## src/rtl/chord_seq_if.sv

```systemverilog
// chord_seq_if: control, slot-data and playback-status bundle between chord registers, sequencer and sound stage.
interface chord_seq_if #(
    parameter int NUM_SLOTS = 4,
    parameter int NOTE_W    = 10
);
    localparam int SW = $clog2(NUM_SLOTS);
    logic                        start;
    logic                        stop;
    logic                        loop_en;
    logic [SW-1:0]               num_steps;
    logic [NUM_SLOTS*NOTE_W-1:0] slot_notes;
    logic [SW-1:0]               slot_sel;
    logic [NOTE_W-1:0]           notes_out;
    logic                        playing;
    logic                        step_done;
    logic                        seq_done;
    modport master (
        output start, stop, loop_en, num_steps, slot_notes,
        input  slot_sel, notes_out, playing, step_done, seq_done
    );
    modport slave (
        input  start, stop, loop_en, num_steps, slot_notes,
        output slot_sel, notes_out, playing, step_done, seq_done
    );
endinterface

```

## src/rtl/chord_sequencer.sv

```systemverilog
// chord_sequencer: steps through chord slots with a timed sound window and silent gap per step.
module chord_sequencer #(
    parameter int NUM_SLOTS      = 4,
    parameter int NOTE_W         = 10,
    parameter int TICKS_PER_STEP = 25000000,
    parameter int GAP_TICKS      = 2500000
) (
    input logic        CLOCK_50,
    input logic        reset,
    chord_seq_if.slave bus
);
    localparam int SW   = $clog2(NUM_SLOTS);
    localparam int CMAX = (TICKS_PER_STEP > GAP_TICKS) ? TICKS_PER_STEP : GAP_TICKS;
    localparam int CW   = $clog2(CMAX + 1);
    localparam logic [CW-1:0] T_LAST = CW'(TICKS_PER_STEP - 1);
    localparam logic [CW-1:0] G_LAST = CW'(GAP_TICKS - 1);
    typedef enum logic [1:0] {IDLE, SOUND, GAP} state_t;
    state_t        state_q, state_d;
    logic [SW-1:0] slot_q, slot_d, len_q, len_d;
    logic [CW-1:0] cnt_q, cnt_d;
    logic          step_done_q, step_done_d, seq_done_q, seq_done_d, step_end;
    always_comb begin
        state_d     = state_q;
        slot_d      = slot_q;
        len_d       = len_q;
        cnt_d       = cnt_q;
        step_done_d = 1'b0;
        seq_done_d  = 1'b0;
        step_end    = 1'b0;
        case (state_q)
            IDLE: if (bus.start && !bus.stop) begin
                len_d   = bus.num_steps;
                slot_d  = '0;
                cnt_d   = '0;
                state_d = SOUND;
            end
            SOUND: begin
                cnt_d = cnt_q + 1'b1;
                if (cnt_q == T_LAST) begin
                    cnt_d = '0;
                    if (GAP_TICKS > 0) state_d = GAP;
                    else step_end = 1'b1;
                end
            end
            GAP: begin
                cnt_d = cnt_q + 1'b1;
                if (cnt_q == G_LAST) begin
                    cnt_d    = '0;
                    step_end = 1'b1;
                end
            end
            default: ;
        endcase
        if (step_end) begin
            step_done_d = 1'b1;
            state_d     = (slot_q < len_q || bus.loop_en) ? SOUND : IDLE;
            slot_d      = (slot_q < len_q) ? slot_q + 1'b1 : '0;
            seq_done_d  = !(slot_q < len_q) && !bus.loop_en;
        end
        // Abort overrides any step-end in progress and suppresses its pulses.
        if (state_q != IDLE && bus.stop) begin
            state_d     = IDLE;
            slot_d      = '0;
            cnt_d       = '0;
            step_done_d = 1'b0;
            seq_done_d  = 1'b0;
        end
    end
    always_ff @(posedge CLOCK_50) begin
        if (reset) begin
            state_q     <= IDLE;
            slot_q      <= '0;
            len_q       <= '0;
            cnt_q       <= '0;
            step_done_q <= 1'b0;
            seq_done_q  <= 1'b0;
        end else begin
            state_q     <= state_d;
            slot_q      <= slot_d;
            len_q       <= len_d;
            cnt_q       <= cnt_d;
            step_done_q <= step_done_d;
            seq_done_q  <= seq_done_d;
        end
    end
    assign bus.slot_sel  = slot_q;
    assign bus.notes_out = (state_q == SOUND) ? bus.slot_notes[slot_q*NOTE_W +: NOTE_W] : '0;
    assign bus.playing   = state_q != IDLE;
    assign bus.step_done = step_done_q;
    assign bus.seq_done  = seq_done_q;
endmodule

```

## src/flat_wrapper.sv

```systemverilog
// flat-port wrapper written by rule: the top's interface ports become plain ports
module chord_sequencer_flat 
#(
    parameter int NUM_SLOTS      = 4,
    parameter int NOTE_W         = 10,
    parameter int TICKS_PER_STEP = 25000000,
    parameter int GAP_TICKS      = 2500000
)
  (CLOCK_50, reset, bus_start, bus_stop, bus_loop_en, bus_num_steps, bus_slot_notes, bus_slot_sel, bus_notes_out, bus_playing, bus_step_done, bus_seq_done);
  chord_seq_if #(.NUM_SLOTS(NUM_SLOTS), .NOTE_W(NOTE_W)) bus_i ();
  input logic CLOCK_50;
  input logic reset;
  input wire logic [$bits(bus_i.start)-1:0] bus_start;
  input wire logic [$bits(bus_i.stop)-1:0] bus_stop;
  input wire logic [$bits(bus_i.loop_en)-1:0] bus_loop_en;
  input wire logic [$bits(bus_i.num_steps)-1:0] bus_num_steps;
  input wire logic [$bits(bus_i.slot_notes)-1:0] bus_slot_notes;
  output wire logic [$bits(bus_i.slot_sel)-1:0] bus_slot_sel;
  output wire logic [$bits(bus_i.notes_out)-1:0] bus_notes_out;
  output wire logic [$bits(bus_i.playing)-1:0] bus_playing;
  output wire logic [$bits(bus_i.step_done)-1:0] bus_step_done;
  output wire logic [$bits(bus_i.seq_done)-1:0] bus_seq_done;
  assign bus_i.start = bus_start;
  assign bus_i.stop = bus_stop;
  assign bus_i.loop_en = bus_loop_en;
  assign bus_i.num_steps = bus_num_steps;
  assign bus_i.slot_notes = bus_slot_notes;
  assign bus_slot_sel = bus_i.slot_sel;
  assign bus_notes_out = bus_i.notes_out;
  assign bus_playing = bus_i.playing;
  assign bus_step_done = bus_i.step_done;
  assign bus_seq_done = bus_i.seq_done;
  chord_sequencer #(.NUM_SLOTS(NUM_SLOTS), .NOTE_W(NOTE_W), .TICKS_PER_STEP(TICKS_PER_STEP), .GAP_TICKS(GAP_TICKS)) u_core (.CLOCK_50(CLOCK_50), .reset(reset), .bus(bus_i));
endmodule
```

## config.mk

```make
export PLATFORM = sky130hd
export DESIGN_NAME = chord_sequencer_flat
export DESIGN_NICKNAME = d
export VERILOG_FILES = /design/src/rtl/chord_seq_if.sv /design/src/rtl/chord_sequencer.sv /design/src/flat_wrapper.sv
export SDC_FILE = /design/constraint.sdc
export NUM_CORES = 1
export LEC_CHECK = 0
export ABC_AREA = 1
export ABC_CLOCK_PERIOD_IN_PS = 3900
export CELL_PAD_IN_SITES_DETAIL_PLACEMENT = 1
export CELL_PAD_IN_SITES_GLOBAL_PLACEMENT = 2
export CORE_UTILIZATION = 27
export CTS_CLUSTER_SIZE = 8
export DETAILED_ROUTE_END_ITERATION = 8
export PLACE_DENSITY_LB_ADDON = 0.1
export REMOVE_ABC_BUFFERS = 1
export SLEW_MARGIN = 20
export SYNTH_ARGS = -nofsm -noshare
export SYNTH_HDL_FRONTEND = slang
export SYNTH_SLANG_ARGS = --single-unit
```

## constraint.sdc

```tcl
create_clock -name CLOCK_50 -period 3.9 [get_ports CLOCK_50]
set_clock_uncertainty 0.15 [all_clocks]
set_input_delay 0.78 -clock CLOCK_50 [delete_from_list [all_inputs] [get_ports CLOCK_50]]
set_output_delay 0.78 -clock CLOCK_50 [all_outputs]
set_load 0.005 [all_outputs]
```

; After elaboration in Yosys (flattened, before gate mapping)
; Index checks and enable logic that the tools add are counted.
[classes]
add_sub_neg = 2
mul = 1
order_cmp = 1
n_eq_ne = 7
shifts = 1
mux = 17
bitwise = 1
n_reduce_logical = 19
[op_table]
columns = op, count
row1 = 25-bit two-way mux, 3
row2 = 25-bit case mux with 3 select lines, 1
row3 = 40-bit by 7-bit variable part select with 10-bit output, 1
row4 = 25-bit by 1-bit adder with 25-bit output (second input constant), 1
row5 = 25-bit by 22-bit == test with 1-bit output (second input constant), 1
row6 = 25-bit == test (second input constant), 1
row7 = 2-bit two-way mux, 7
row8 = 10-bit two-way mux, 1
row9 = 3-bit by 1-bit != test with 1-bit output (second input constant), 2
row10 = 2-bit AND reduction, 3
row11 = 2-bit nonzero test, 3
row12 = 3-bit nonzero test, 2
row13 = 2-bit by 3-bit multiplier with 5-bit output (second input constant), 1
row14 = 1-bit two-way mux, 4
row15 = 2-bit case mux with 2 select lines, 1
row16 = 1-bit logical AND, 3
row17 = 1-bit logical NOT, 3
row18 = 3-bit AND reduction, 1
row19 = 3-bit OR reduction, 1
row20 = 2-bit by 1-bit adder with 2-bit output (second input constant), 1
row21 = 2-bit by 1-bit == test with 1-bit output (second input constant), 1
row22 = 2-bit == test (second input constant), 1
row23 = 2-bit logical NOT, 1
row24 = 2-bit less-than comparator, 1
row25 = 4 further kinds, 4
[totals]
reg_bits = 33
in_bits = 47
out_inout_bits = 15
elab_cells = 55

; Depth between registers and ports, before layout
; Gate-level depths: netlist (run 1).
[depth]
depth_word = 5
depth_mapped = 13
depth_no_buf = 12

; Worst setup path after synthesis (run 1)
; No wires, ideal clock.
[synth_path]
kind = in2out
from = input bus_slot_notes[0]
to = output bus_notes_out[0]
arrival_ns = 1.121
required_time_ns = 2.970
path_slack_ns = 1.849
cell_stages = 4
path_cell_list = nor2_1 > nor2_1 > o21ai_0 > a21oi_1
[synth_via]
elab_chain_len = 2
[synth_rtl]
columns = element, line
row1 = "start, declared", flat_wrapper.sv:17  ; input wire logic [$bits(bus_i.slot_notes)-1:0] bus_slot_notes;
row2 = 40-bit by 7-bit variable part select with 10-bit output, chord_sequencer.sv:87  ; assign bus.notes_out = (state_q == SOUND) ? bus.slot_notes[slot_q*NOTE_W +: NOTE_W] : '0;
row3 = 10-bit two-way mux, chord_sequencer.sv:87
row4 = "end, declared", flat_wrapper.sv:19  ; output wire logic [$bits(bus_i.notes_out)-1:0] bus_notes_out;
; No other way between the ends.

; Worst setup path after layout (run 1)
[layout_path]
from = register u_core.slot_q[1] (netlist: u_core.bus.slot_sel[1])
to = output bus_notes_out[0]
[layout_via]
elab_chain_len = 3
[layout_rtl]
columns = element, line
row1 = "start, declared", chord_sequencer.sv:19  ; logic [SW-1:0] slot_q, slot_d, len_q, len_d;
row2 = "start signal, assigned", chord_sequencer.sv:79  ; slot_q <= slot_d;
row3 = 2-bit by 3-bit multiplier with 5-bit output, chord_sequencer.sv:87
row4 = 40-bit by 7-bit variable part select with 10-bit output, chord_sequencer.sv:87
row5 = 10-bit two-way mux, chord_sequencer.sv:87
; No other way between the ends.

==> results.md, run 1 <==
- Routed Antenna Nets: 0
- Routability Congestion: 0.788
- Yosys cell types: 33
- Worst ir drop on vdd: ~140 uV
- Syn Area/Cell: 5.91 um^2
- Pin count of the biggest net entering global routing: 24
- Clock Pin Slew Worst Setup and Hold Paths: 0.07 ns
- Fraction of layout cells with a size suffix above 1: 0.0791
- Nets: between 500 and 600
- Initial Util: 0.279
- Slowest-stage cell, CP: dfxtp_1
- Slew headroom: 0.577
- Buffer depth of the longest clock path: 2
- FP Rows: 34
- CP bufs+invs: 2
- CP arrival: 2.32 ns
- RSZ-0062 raised after global routing: no
- Post-Synth Simple-Gate Area: 0.460
- Status: completed
- Worst-skew pair later-pin latency: 0.29 ns
- Fin Setup TNS: 0 ns
- CTS tree: yes
- Drt drc: 0
- Mux contribution to synthesized area: 0
- Fin crit period: roughly 3.3 ns
- Worst reg2reg path startpoint: u_core.state_q[0]
- Clock tree sinks: 33
- Clock Tree Root: clkbuf_8
- Vias in the first global route: around 2,700
- CP max FO: 14
- Worst-Margin Slew: ~0.63 ns
- Routed vias: 2,738
- PwrDens: 312 mW/mm^2
- # Max-Cap Violations: 0
- Wire per inst: approximately 14 um
- Final Hold Vio Count: 0
- Cells along the critical path: inv_1 > nor2_1 > o21ai_0 > a21oi_1 > clkdlybuf4s50_1
- Worst stage delay on the critical path: 0.69 ns
- Fmax: 307 MHz
- Detail Placement HPWL: 6500 um
- Hold Crit Class: reg -> reg
- Mapped Cells: 409
- Reg2reg setup slack: 1.72 ns
- FILL cells: 1,142
- Yosys warnings: 0
- WL final: 8340 um
- CORE AREA: slightly below 0.009 mm^2
- Final Max Tran Viols: 0
- Power, Total: between 1 and 1.5 mW
- Area delta synth->final: 33.3%
- Ports: 62
- Hold path start: u_core.len_q[0]
- R2R Path End: u_core.cnt_q[19]
- Startpoint types: flip-flop
- Hold buffer count at cts: 0
- Final Cycle Share: 0.834
- Die W: 96.6 um
- Sequential area share after synthesis: 0.273
- Vias per cell: 4.75
- GRT Util Overall: 0.187
- Post-CTS setup buffer count: 0
- Multi-input logic area: 0.00153 mm^2
- CP required: 2.97 ns
- Initial antenna violation count: 0
- Detailed Route Iter0 Violations: 50
- Total CTS buffers: 5
- CP Class: reg -> out
- Die height: 96.6 um
- Crit end category: output port
- Setup-failing EPs final: 0
- Reg2Reg Depth: 12
- Largest family of logic cells by synthesized area: simple AND/OR/NAND/NOR gates
- DIE AREA: 0.00934 mm^2
- WHS Endpoint: u_core.len_q[0]
- CTS resizes: 0
- Synth Area in Adders: 0.0310
- First-pass GRT wire length: 14,300 um
- Pleak: 1.21 nW
- Max H-tree Level: 2
- Synth Register Bits: 33
- First-pass detailed-route iteration total: 4
- Cell area after synthesis: 0.00242 mm^2
- Register area: 661 um^2
- I/O Buffers: 61
- Synth Area in Compound Gates: 0.118
- GR Overflow Total: 0
- Diode count: 0
- XOR/XNOR share of the synthesized area: 0.0253
- Hold path cells: 2
- Crit-path leading delay family: buffers and inverters
## synthesized netlist by cell type
master / n / area [um^2]
nor2_2: 2 / 12.5
nor3_2: 1 / 10.0
xor2_1: 7 / 61.3
nand4_4: 1 / 21.3
dfxtp_1: 33 / 661
nand3_2: 1 / 10.0
nor4_1: 1 / 6.26
o22ai_1: 2 / 12.5
nor3_1: 7 / 35.0
nand4_1: 9 / 56.3
o21ai_1: 1 / 5.00
o21a_1: 1 / 7.51
inv_2: 9 / 33.8
nand3_1: 26 / 130
inv_1: 35 / 131
nor2_1: 110 / 413
a21oi_1: 15 / 75.1
o32ai_1: 1 / 8.76
nor2_4: 3 / 33.8
clkbuf_1: 5 / 18.8
or2_1: 1 / 6.26
ha_1: 6 / 75.1
buf_2: 2 / 10.0
o21bai_1: 2 / 15.0
nand2_2: 9 / 56.3
nand3b_1: 1 / 7.51
buf_1: 2 / 7.51
o21ai_0: 29 / 145
a21oi_2: 1 / 8.76
buf_6: 2 / 22.5
or2_2: 1 / 6.26
a211oi_1: 1 / 7.51
nand2_1: 82 / 308
## cell families after synthesis
family          after synthesis
simple gates                255
buf+inv                      55
compound gates               53
flops                        33
xor+xnor                      7
fa+ha+maj                     6
## routing by layer
layer | GRT usage | up-vias | part of all wire
li1 | - | 1422 | -
met1 | 0.256 | 1257 | 0.51
met2 | 0.303 | 57 | 0.44
met3 | 0.0354 | 2 | 0.040
met4 | 0.0390 | 0 | 0.0049
met5 | 0 | - | 0
## layout by cell type (no fill, tap or decap), types with 2 or more instances in the layout
cell | synthesis | final
nor2_1 | 110 | 110
nand2_1 | 82 | 82
clkdlybuf4s50_1 | 0 | 61
inv_1 | 35 | 35
dfxtp_1 | 33 | 33
o21ai_0 | 29 | 29
nand3_1 | 26 | 26
a21oi_1 | 15 | 15
nand2_2 | 9 | 9
inv_2 | 9 | 9
nand4_1 | 9 | 9
nor3_1 | 7 | 7
xor2_1 | 7 | 7
ha_1 | 6 | 6
clkbuf_8 | 0 | 5
nor2_4 | 3 | 3
nor2_2 | 2 | 2
o22ai_1 | 2 | 2
o21bai_1 | 2 | 2
buf_4 | 0 | 2
## tightest hold or removal path: cells and delay by family, from the launching register on
kind             cells  cell delay, ns
AO/OA/AOI/OAI        1            0.06
flip-flops           1            0.31
AND/OR/NAND/NOR      1            0.07
## how the worst max path moves through the flow
stage	from	end	slack [ns]	depth (start not counted)
after floorplan	u_core.bus.slot_sel[0]	bus_notes_out[0]	1.67	3
after global placement	bus_slot_notes[20]	bus_notes_out[0]	0.79	6
after detailed placement	bus_slot_notes[20]	bus_notes_out[0]	0.79	6
after CTS	u_core.bus.slot_sel[1]	bus_notes_out[0]	0.58	5
after global routing	u_core.bus.slot_sel[1]	bus_notes_out[0]	0.37	5
final	u_core.bus.slot_sel[1]	bus_notes_out[0]	0.65	5
## final cells by class
class	count	share of cell area
Sequential cell	33	0.205
Clock buffer	5	0.0213
Tap cell	108	0.0419
Inverter	44	0.0512
Clock inverter	2	0.0109
Timing Repair Buffer	63	0.194
Multi-Input combinational cell	321	0.476
## sequential cells by signal, indices dropped and copies added, names as in the netlist
register and cells:
u_core.state_q 2, u_core.bus.slot_sel 2, u_core.bus.seq_done 1, u_core.bus.step_done 1, u_core.cnt_q 25, u_core.len_q 2
## power breakdown
group	internal [mW]	total [mW]	switching (mW)
registers	0.349	0.359	0.0102
clock network	0.186	0.322	0.136
logic	0.140	0.324	0.184
total	0.675	1.01	0.330
## through the flow
stage          hold WS [ns]  setup WS [ns]  std cells  instance area [um^2]   util
2_1_floorplan         0.285           1.67        398                  2360      -
3_3_place_gp          0.309          0.788        569                  3120  0.360
3_5_place_dp          0.324          0.794        569                  3120  0.360
4_1_cts               0.336          0.578        576                  3220  0.372
5_1_grt               0.368          0.370        576                  3220  0.372
6_report              0.331          0.646        576                  3220  0.372
(Power assumes the default switching activity.)
==> inputs of run 2 (changes only) <==
--- a/config.mk
+++ b/config.mk
@@ -6,10 +6,10 @@
 export NUM_CORES = 1
 export LEC_CHECK = 0
 export ABC_AREA = 1
-export ABC_CLOCK_PERIOD_IN_PS = 3900
+export ABC_CLOCK_PERIOD_IN_PS = 2900
 export CELL_PAD_IN_SITES_DETAIL_PLACEMENT = 1
 export CELL_PAD_IN_SITES_GLOBAL_PLACEMENT = 2
-export CORE_UTILIZATION = 27
+export CORE_UTILIZATION = 22
 export CTS_CLUSTER_SIZE = 8
 export DETAILED_ROUTE_END_ITERATION = 8
 export PLACE_DENSITY_LB_ADDON = 0.1
==> constraint.sdc (replaced) <==
create_clock -name CLOCK_50 -period 2.9 [get_ports CLOCK_50]
set_clock_uncertainty 0.15 [all_clocks]
set_input_delay 0.58 -clock CLOCK_50 [delete_from_list [all_inputs] [get_ports CLOCK_50]]
set_output_delay 0.58 -clock CLOCK_50 [all_outputs]
set_load 0.005 [all_outputs]
==> run 2 against run 1 <==
Net effect: global-route usage down 2.0 points; worst hold slack worse by 0.016 ns; core utilization down 6.0 points; sequential power up 34%; worst setup slack worse by 0.48 ns; first-iteration DRC count up 100%; non-clock buffer count up 2; final cell count up 5.4%; wire length up 8.7%; total power up 32%; cell area up 1.6%; largest cell class unchanged; via count up 0.15%; largest power group unchanged.
==> results.md, run 2 (synthesis results as in run 1) <==
- Status: completed (unchanged)
- WL final: 9070 um (was 8340 um)
- Pleak: 1.22 nW (was 1.21 nW)
- CP required: 2.17 ns (was 2.97 ns)
- R2R Path End: u_core.cnt_q[22] (was u_core.cnt_q[19])
- Biggest register: u_core.cnt_q (unchanged)
- Fraction of layout cells with a size suffix above 1: 0.0870 (was 0.0791)
- Routed vias: 2,742 (was 2,738)
- Sw frac: 0.339 (was 0.328)
- Max reg flops: 25 (unchanged)
- Worst setup path start: u_core.state_q[1] (was u_core.bus.slot_sel[1])
- Initial antenna violation count: 0 (unchanged)
- Clock tree sinks: 33 (unchanged)
- Nets: 523 (was 521)
- Crit-path leading delay family: buffers and inverters (unchanged)
- Comb power frac: 0.339 (was 0.322)
- Area delta synth->final: 35.4% (was 33.3%)
- First-pass detailed-route iteration total: 4 (unchanged)
- Max H-tree Level: 2 (unchanged)
- DIE AREA: 0.0114 mm^2 (was 0.00934 mm^2)
- CTS tree: yes (unchanged)
- Initial Util: 0.230 (was 0.279)
- Fin crit period: 2.73 ns
- Buffer depth of the longest clock path: 2 (unchanged)
- Worst reg2reg path startpoint: u_core.cnt_q[18] (was u_core.state_q[0])
- Startpoint types: flip-flop (unchanged)
- Final Cycle Share: 0.943
- Ports: 62 (unchanged)
- Critical Path End: bus_notes_out[0] (unchanged)
- Worst-Margin Slew: 0.469 ns (was 0.633 ns)
- Die W: 107 um (was 96.6 um)
- Final Hold Vio Count: 0 (unchanged)
- Final Max Tran Viols: 0 (unchanged)
- Commonest cells after routing, fill and taps aside: nor2_1 (110), nand2_1 (82), clkdlybuf4s50_1 (61) (unchanged)
- Detailed Route Iter0 Violations: 102 (was 50)
- Slowest-stage cell, CP: clkdlybuf4s50_1 (was dfxtp_1)
- GRT Util Overall: 0.166 (was 0.187)
- Hold Crit Class: reg -> reg (unchanged)
- CP max FO: 11 (was 14)
- Clock Tree Root: clkbuf_8 (unchanged)
- First-pass GRT wire length: 14,800 um (was 14,300 um)
- Stages on worst setup path: 5 (unchanged)
- PwrDens: 407 mW/mm^2 (was 312 mW/mm^2)
- Detail Placement HPWL: 7170 um (was 6500 um)
- CP dominant cell by count: inv_1
- Routed Antenna Nets: 0 (unchanged)
- Total CTS buffers: 5 (unchanged)
- FP Rows: 37 (was 34)
- Reg2reg setup slack: 0.70 ns (was 1.72 ns)
- Internal: 0.880 mW (was 0.675 mW)
- Crit end category: output port (unchanged)
- Setup-failing EPs final: 0 (unchanged)
- Fin Setup TNS: 0 ns (unchanged)
- Diode count: 0 (unchanged)
- I/O Buffers: 61 (unchanged)
- Fmax: 366 MHz
- Wire per inst: 14.9 um (was 14.5 um)
- Slew headroom: 0.685 (was 0.577)
- Psw: 0.452 mW (was 0.330 mW)
- Clock power share: 0.299 (was 0.320)
- Worst-skew pair later-pin latency: 0.28 ns (was 0.29 ns)
- GR Overflow Total: 0 (unchanged)
- Worst stage delay on the critical path: 0.53 ns (was 0.69 ns)
- Pin count of the biggest net entering global routing: 24 (unchanged)
- Commonest non-fill, non-tap cell in the layout: nor2_1 (unchanged)
- FILL cells: 1,346 (was 1,142)
- Area post-placement: 0.00317 mm^2 (was 0.00312 mm^2)
- Drt drc: 0 (unchanged)
- CP arrival: 2.00 ns (was 2.32 ns)
- # Max-Cap Violations: 0 (unchanged)
- Hold path cells: 2 (unchanged)
- Clock Pin Slew Worst Setup and Hold Paths: 0.08 ns (was 0.07 ns)
- Cells along the critical path: inv_1 > ha_1 > inv_1 > a21oi_1 > clkdlybuf4s50_1 (was inv_1 > nor2_1 > o21ai_0 > a21oi_1 > clkdlybuf4s50_1)
- Vias in the first global route: 2,821 (was 2,740)
- Post-route cell area: 0.00328 mm^2 (was 0.00322 mm^2)
- CP Class: reg -> out (unchanged)
- Worst ir drop on vdd: 238 uV (was 135 uV)
- Routability Congestion: 0.768 (was 0.788)
- Seq pwr share: 0.362 (was 0.358)
- Reg2Reg Depth: 11 (was 12)
- CP bufs+invs: 3 (was 2)
- RSZ-0062 raised after global routing: no (unchanged)
- CORE AREA: 0.0105 mm^2 (was 0.00868 mm^2)
- Vias per cell: 4.52 (was 4.75)
- Die height: 107 um (was 96.6 um)
==> run 2: cell type report <==
| class | count | area (um^2) | area share |
|---|---|---|---|
| Multi-Input combinational cell | 321 | 1530 | 0.468 |
| Sequential cell | 33 | 661 | 0.202 |
| Timing Repair Buffer | 65 | 641 | 0.196 |
| Tap cell | 136 | 170 | 0.0519 |
| Inverter | 44 | 169 | 0.0516 |
| Clock buffer | 7 | 96.3 | 0.0294 |
| Clock inverter | 1 | 5.00 | 0.00153 |
==> run 2: worst min path at each step <==
stage / startpoint / slack (ns) / endpoint
after floorplan: u_core.len_q[0] / 0.28 / u_core.len_q[0]
after global placement: u_core.len_q[0] / 0.31 / u_core.len_q[0]
after detailed placement: u_core.len_q[0] / 0.31 / u_core.len_q[0]
after CTS: u_core.len_q[0] / 0.32 / u_core.len_q[0]
after global routing: u_core.len_q[0] / 0.36 / u_core.len_q[0]
final: u_core.len_q[0] / 0.31 / u_core.len_q[0]
==> run 2: repair_timing <==
item                                   CTS  global route
hold buffers                             0             0
buffers inserted                         0             0
endpoints found under the hold margin    0             0
setup endpoints to repair                0             2
gates resized for setup                  0             1
==> run 2: power groups by stage <==
stage               Clock (mW)  Combinational, mW  Sequential (mW)
global placement             0              0.459            0.491
CTS                      0.422              0.461            0.482
floorplan                    0              0.223            0.489
finish                   0.398              0.452            0.482
global route             0.439              0.506            0.483
detailed placement           0              0.460            0.493
==> run 2: through the flow <==
step,setup slack (ns),std cells,util,power [mW],hold WS (ns)
floorplan,0.872,398,-,0.713,0.285
global placement,0.206,599,0.302,0.950,0.310
finish,0.165,607,0.312,1.33,0.315
CTS,0.0696,607,0.311,1.37,0.323
global route,0.0718,607,0.312,1.43,0.358
detailed placement,0.183,599,0.302,0.952,0.311
==> run 2: worst register-to-register path, cell delays in order, from the launching register on <==
cell and delay (ns):
dfxtp_1 0.44, nand2_1 0.07, nor2_1 0.25, nand2_1 0.13
nor2_1 0.10, nand2_1 0.08, nand2_1 0.11, nand2_2 0.08
nand2_1 0.08, nand2_2 0.09, nand2_2 0.37, nor2_1 0.13
==> run 2: per-layer routing <==
metal,GRT usage,routed length [um],share of wire
met5,0,0,0
met4,0.0323,61,0.0067
met3,0.0225,254,0.028
met2,0.284,4250,0.47
met1,0.224,4500,0.50
==> inputs of run 3 (changes only) <==
--- a/config.mk
+++ b/config.mk
@@ -8,12 +8,13 @@
 export ABC_AREA = 1
 export ABC_CLOCK_PERIOD_IN_PS = 2900
 export CELL_PAD_IN_SITES_DETAIL_PLACEMENT = 1
-export CELL_PAD_IN_SITES_GLOBAL_PLACEMENT = 2
-export CORE_UTILIZATION = 22
+export CELL_PAD_IN_SITES_GLOBAL_PLACEMENT = 1
+export CORE_UTILIZATION = 30
 export CTS_CLUSTER_SIZE = 8
 export DETAILED_ROUTE_END_ITERATION = 8
 export PLACE_DENSITY_LB_ADDON = 0.1
 export REMOVE_ABC_BUFFERS = 1
+export SKIP_CTS_REPAIR_TIMING = 1
 export SLEW_MARGIN = 20
 export SYNTH_ARGS = -nofsm -noshare
 export SYNTH_HDL_FRONTEND = slang
==> run 3 against run 2 <==
Net effect: sequential power about the same; global-route usage increased by 3.4 points; first-iteration DRC count down 34%; critical path depth up 1; critical endpoint is now bus_notes_out[6]; largest power group unchanged; highest routed layer unchanged.
==> results.md, run 3 (synthesis results as in run 1) <==
- Status: completed (unchanged)
- PwrDens: 425 mW/mm^2 (was 407 mW/mm^2)
- Hold path cells: 2 (unchanged)
- Die height: 91.8 um (was 107 um)
- FP Rows: 32 (was 37)
- Initial Util: 0.311 (was 0.230)
- Worst ir drop on vdd: 203 uV (was 238 uV)
- # Max-Cap Violations: 0 (unchanged)
- RSZ-0062 raised after global routing: no (unchanged)
- Vias in the first global route: 2,764 (was 2,821)
- Final Hold Vio Count: 0 (unchanged)
- CTS tree: yes (unchanged)
- Clock Pin Slew Worst Setup and Hold Paths: 0.07 ns (was 0.08 ns)
- CP arrival: 1.96 ns (was 2.00 ns)
- Pleak: 1.24 nW (was 1.22 nW)
- First-pass detailed-route iteration total: 4 (unchanged)
- WL final: 8060 um (was 9070 um)
- Clock Tree Root: clkbuf_8 (unchanged)
- Final Max Tran Viols: 0 (unchanged)
- Worst-Margin Slew: 0.571 ns (was 0.469 ns)
- R2R Path End: u_core.cnt_q[19] (was u_core.cnt_q[22])
- Final Cycle Share: 0.929 (was 0.943)
- Commonest cells after routing, fill and taps aside: nor2_1 (110), nand2_1 (82), clkdlybuf4s50_1 (61) (unchanged)
- Slew headroom: 0.619 (was 0.685)
- FILL cells: 1,050 (was 1,346)
- Area post-placement: 0.00315 mm^2 (was 0.00317 mm^2)
- DIE AREA: 0.00843 mm^2 (was 0.0114 mm^2)
- Buffer depth of the longest clock path: 2 (unchanged)
- WHS Endpoint: u_core.len_q[0] (unchanged)
- CORE AREA: 0.00777 mm^2 (was 0.0105 mm^2)
- Fraction of layout cells with a size suffix above 1: 0.0886 (was 0.0870)
- I/O Buffers: 61 (unchanged)
- Startpoint types: input pin (was flip-flop)
- Multi-input logic area: 0.00153 mm^2 (unchanged)
- Routed vias: 2,766 (was 2,742)
- Pin count of the biggest net entering global routing: 24 (unchanged)
- Max H-tree Level: 2 (unchanged)
- Nets: 526 (was 523)
- Fin crit period: 2.69 ns (was 2.73 ns)
- Cells along the critical path: clkdlybuf4s50_1 > nor2_1 > nor2_1 > o21ai_0 > a21oi_1 > clkdlybuf4s50_1 (was inv_1 > ha_1 > inv_1 > a21oi_1 > clkdlybuf4s50_1)
- Diode count: 0 (unchanged)
- Vias per cell: 4.80 (was 4.52)
- Wire per inst: 14.0 um (was 14.9 um)
- Ports: 62 (unchanged)
- Crit end category: output port (unchanged)
- Hold WS: 0.321 ns (was 0.315 ns)
- Routability Congestion: 0.833 (was 0.768)
- Hold Crit Class: reg -> reg (unchanged)
- Commonest non-fill, non-tap cell in the layout: nor2_1 (unchanged)
- Worst reg2reg path startpoint: u_core.state_q[0] (was u_core.cnt_q[18])
- Register area: 661 um^2 (unchanged)
- Initial antenna violation count: 0 (unchanged)
- Reg2reg setup slack: 0.75 ns (was 0.70 ns)
- Fmax: 371 MHz (was 366 MHz)
- Drt drc: 0 (unchanged)
- Fin Setup TNS: 0 ns (unchanged)
- First-pass GRT wire length: 13,500 um (was 14,800 um)
- Worst-skew pair later-pin latency: 0.29 ns (was 0.28 ns)
- Max reg flops: 25 (unchanged)
- Reg2Reg Depth: 12 (was 11)
- CP max FO: 1 (was 11)
- Hold path start: u_core.len_q[0] (unchanged)
- Setup-failing EPs final: 0 (unchanged)
- Worst stage delay on the critical path: 0.52 ns (was 0.53 ns)
- GRT Util Overall: 0.200 (was 0.166)
- Detailed Route Iter0 Violations: 67 (was 102)
- Biggest register: u_core.cnt_q (unchanged)
- Post-route cell area: 0.00327 mm^2 (was 0.00328 mm^2)
- Total CTS buffers: 5 (unchanged)
- CP Class: in -> out (was reg -> out)
- Crit-path leading delay family: buffers and inverters (unchanged)
- Slowest-stage cell, CP: clkdlybuf4s50_1 (unchanged)
- Clock tree sinks: 33 (unchanged)
- Routed Antenna Nets: 0 (unchanged)
- CP bufs+invs: 2 (was 3)
- CP required: 2.17 ns (about the same)
- Detail Placement HPWL: 6370 um (was 7170 um)
- GR Overflow Total: 0 (unchanged)
- Die W: 91.8 um (was 107 um)
- Area delta synth->final: 35.1% (was 35.4%)
run 3: cell count changes in the layout (fill, tap and decap cells not counted), sizes merged:
cell	previous run	this run
clkinvlp	1	0
inv	43	44
bufinv	0	1
clkinv	1	0
buf	4	7
run 3: worst max path at each step:
stage / from / endpoint / slack, ns / depth (start not counted)
global placement: bus_slot_notes[26] / bus_notes_out[6] / 0.23 / 6
floorplan: u_core.bus.slot_sel[0] / bus_notes_out[0] / 0.87 / 3
finish: bus_slot_notes[6] / bus_notes_out[6] / 0.21 / 6
CTS: u_core.bus.slot_sel[0] / bus_notes_out[6] / 0.17 / 4
detailed placement: bus_slot_notes[6] / bus_notes_out[6] / 0.21 / 6
global route: u_core.bus.slot_sel[0] / bus_notes_out[8] / 0.04 / 4
run 3: worst register-to-register path, delay by kind of cell, from the launching register on:
| kind | cells | cell delay [ns] |
|---|---|---|
| buffers and inverters | 2 | 0.25 |
| DFF | 1 | 0.39 |
| adders and majority gates | 1 | 0.25 |
| and+or+nand+nor | 9 | 0.99 |
run 3: stage by stage:
stage	std cells	worst slack (ns)	util	total power [mW]
final	576	0.207	0.421	1.39
after global routing	576	0.0390	0.421	1.49
after CTS	576	0.172	0.421	1.41
after detailed placement	568	0.213	0.406	0.953
after global placement	568	0.227	0.406	0.946
after floorplan	398	0.872	-	0.713
run 3: layout make-up:
cell class | count | area share
clock buffers | 7 | 0.0264
inverters | 44 | 0.0506
well taps | 102 | 0.0391
flip-flops and latches | 33 | 0.202
multi-input cells | 321 | 0.470
repair buffers | 68 | 0.203
clock inverters | 1 | 0.00919
run 3: power breakdown:
part	total (mW)	leakage (nW)	internal [mW]	switching, mW
Combinational	0.451	0.914	0.203	0.248
Sequential	0.482	0.266	0.470	0.0123
Clock	0.455	0.0585	0.280	0.175
Total	1.39	1.24	0.953	0.435
run 3: layer usage:
metal,global-route usage,share of wire,up-vias
li1,-,-,1431
met1,0.249,0.48,1274
met2,0.364,0.47,59
met3,0.0323,0.044,2
met4,0.0391,0.0046,0
met5,0,0,-
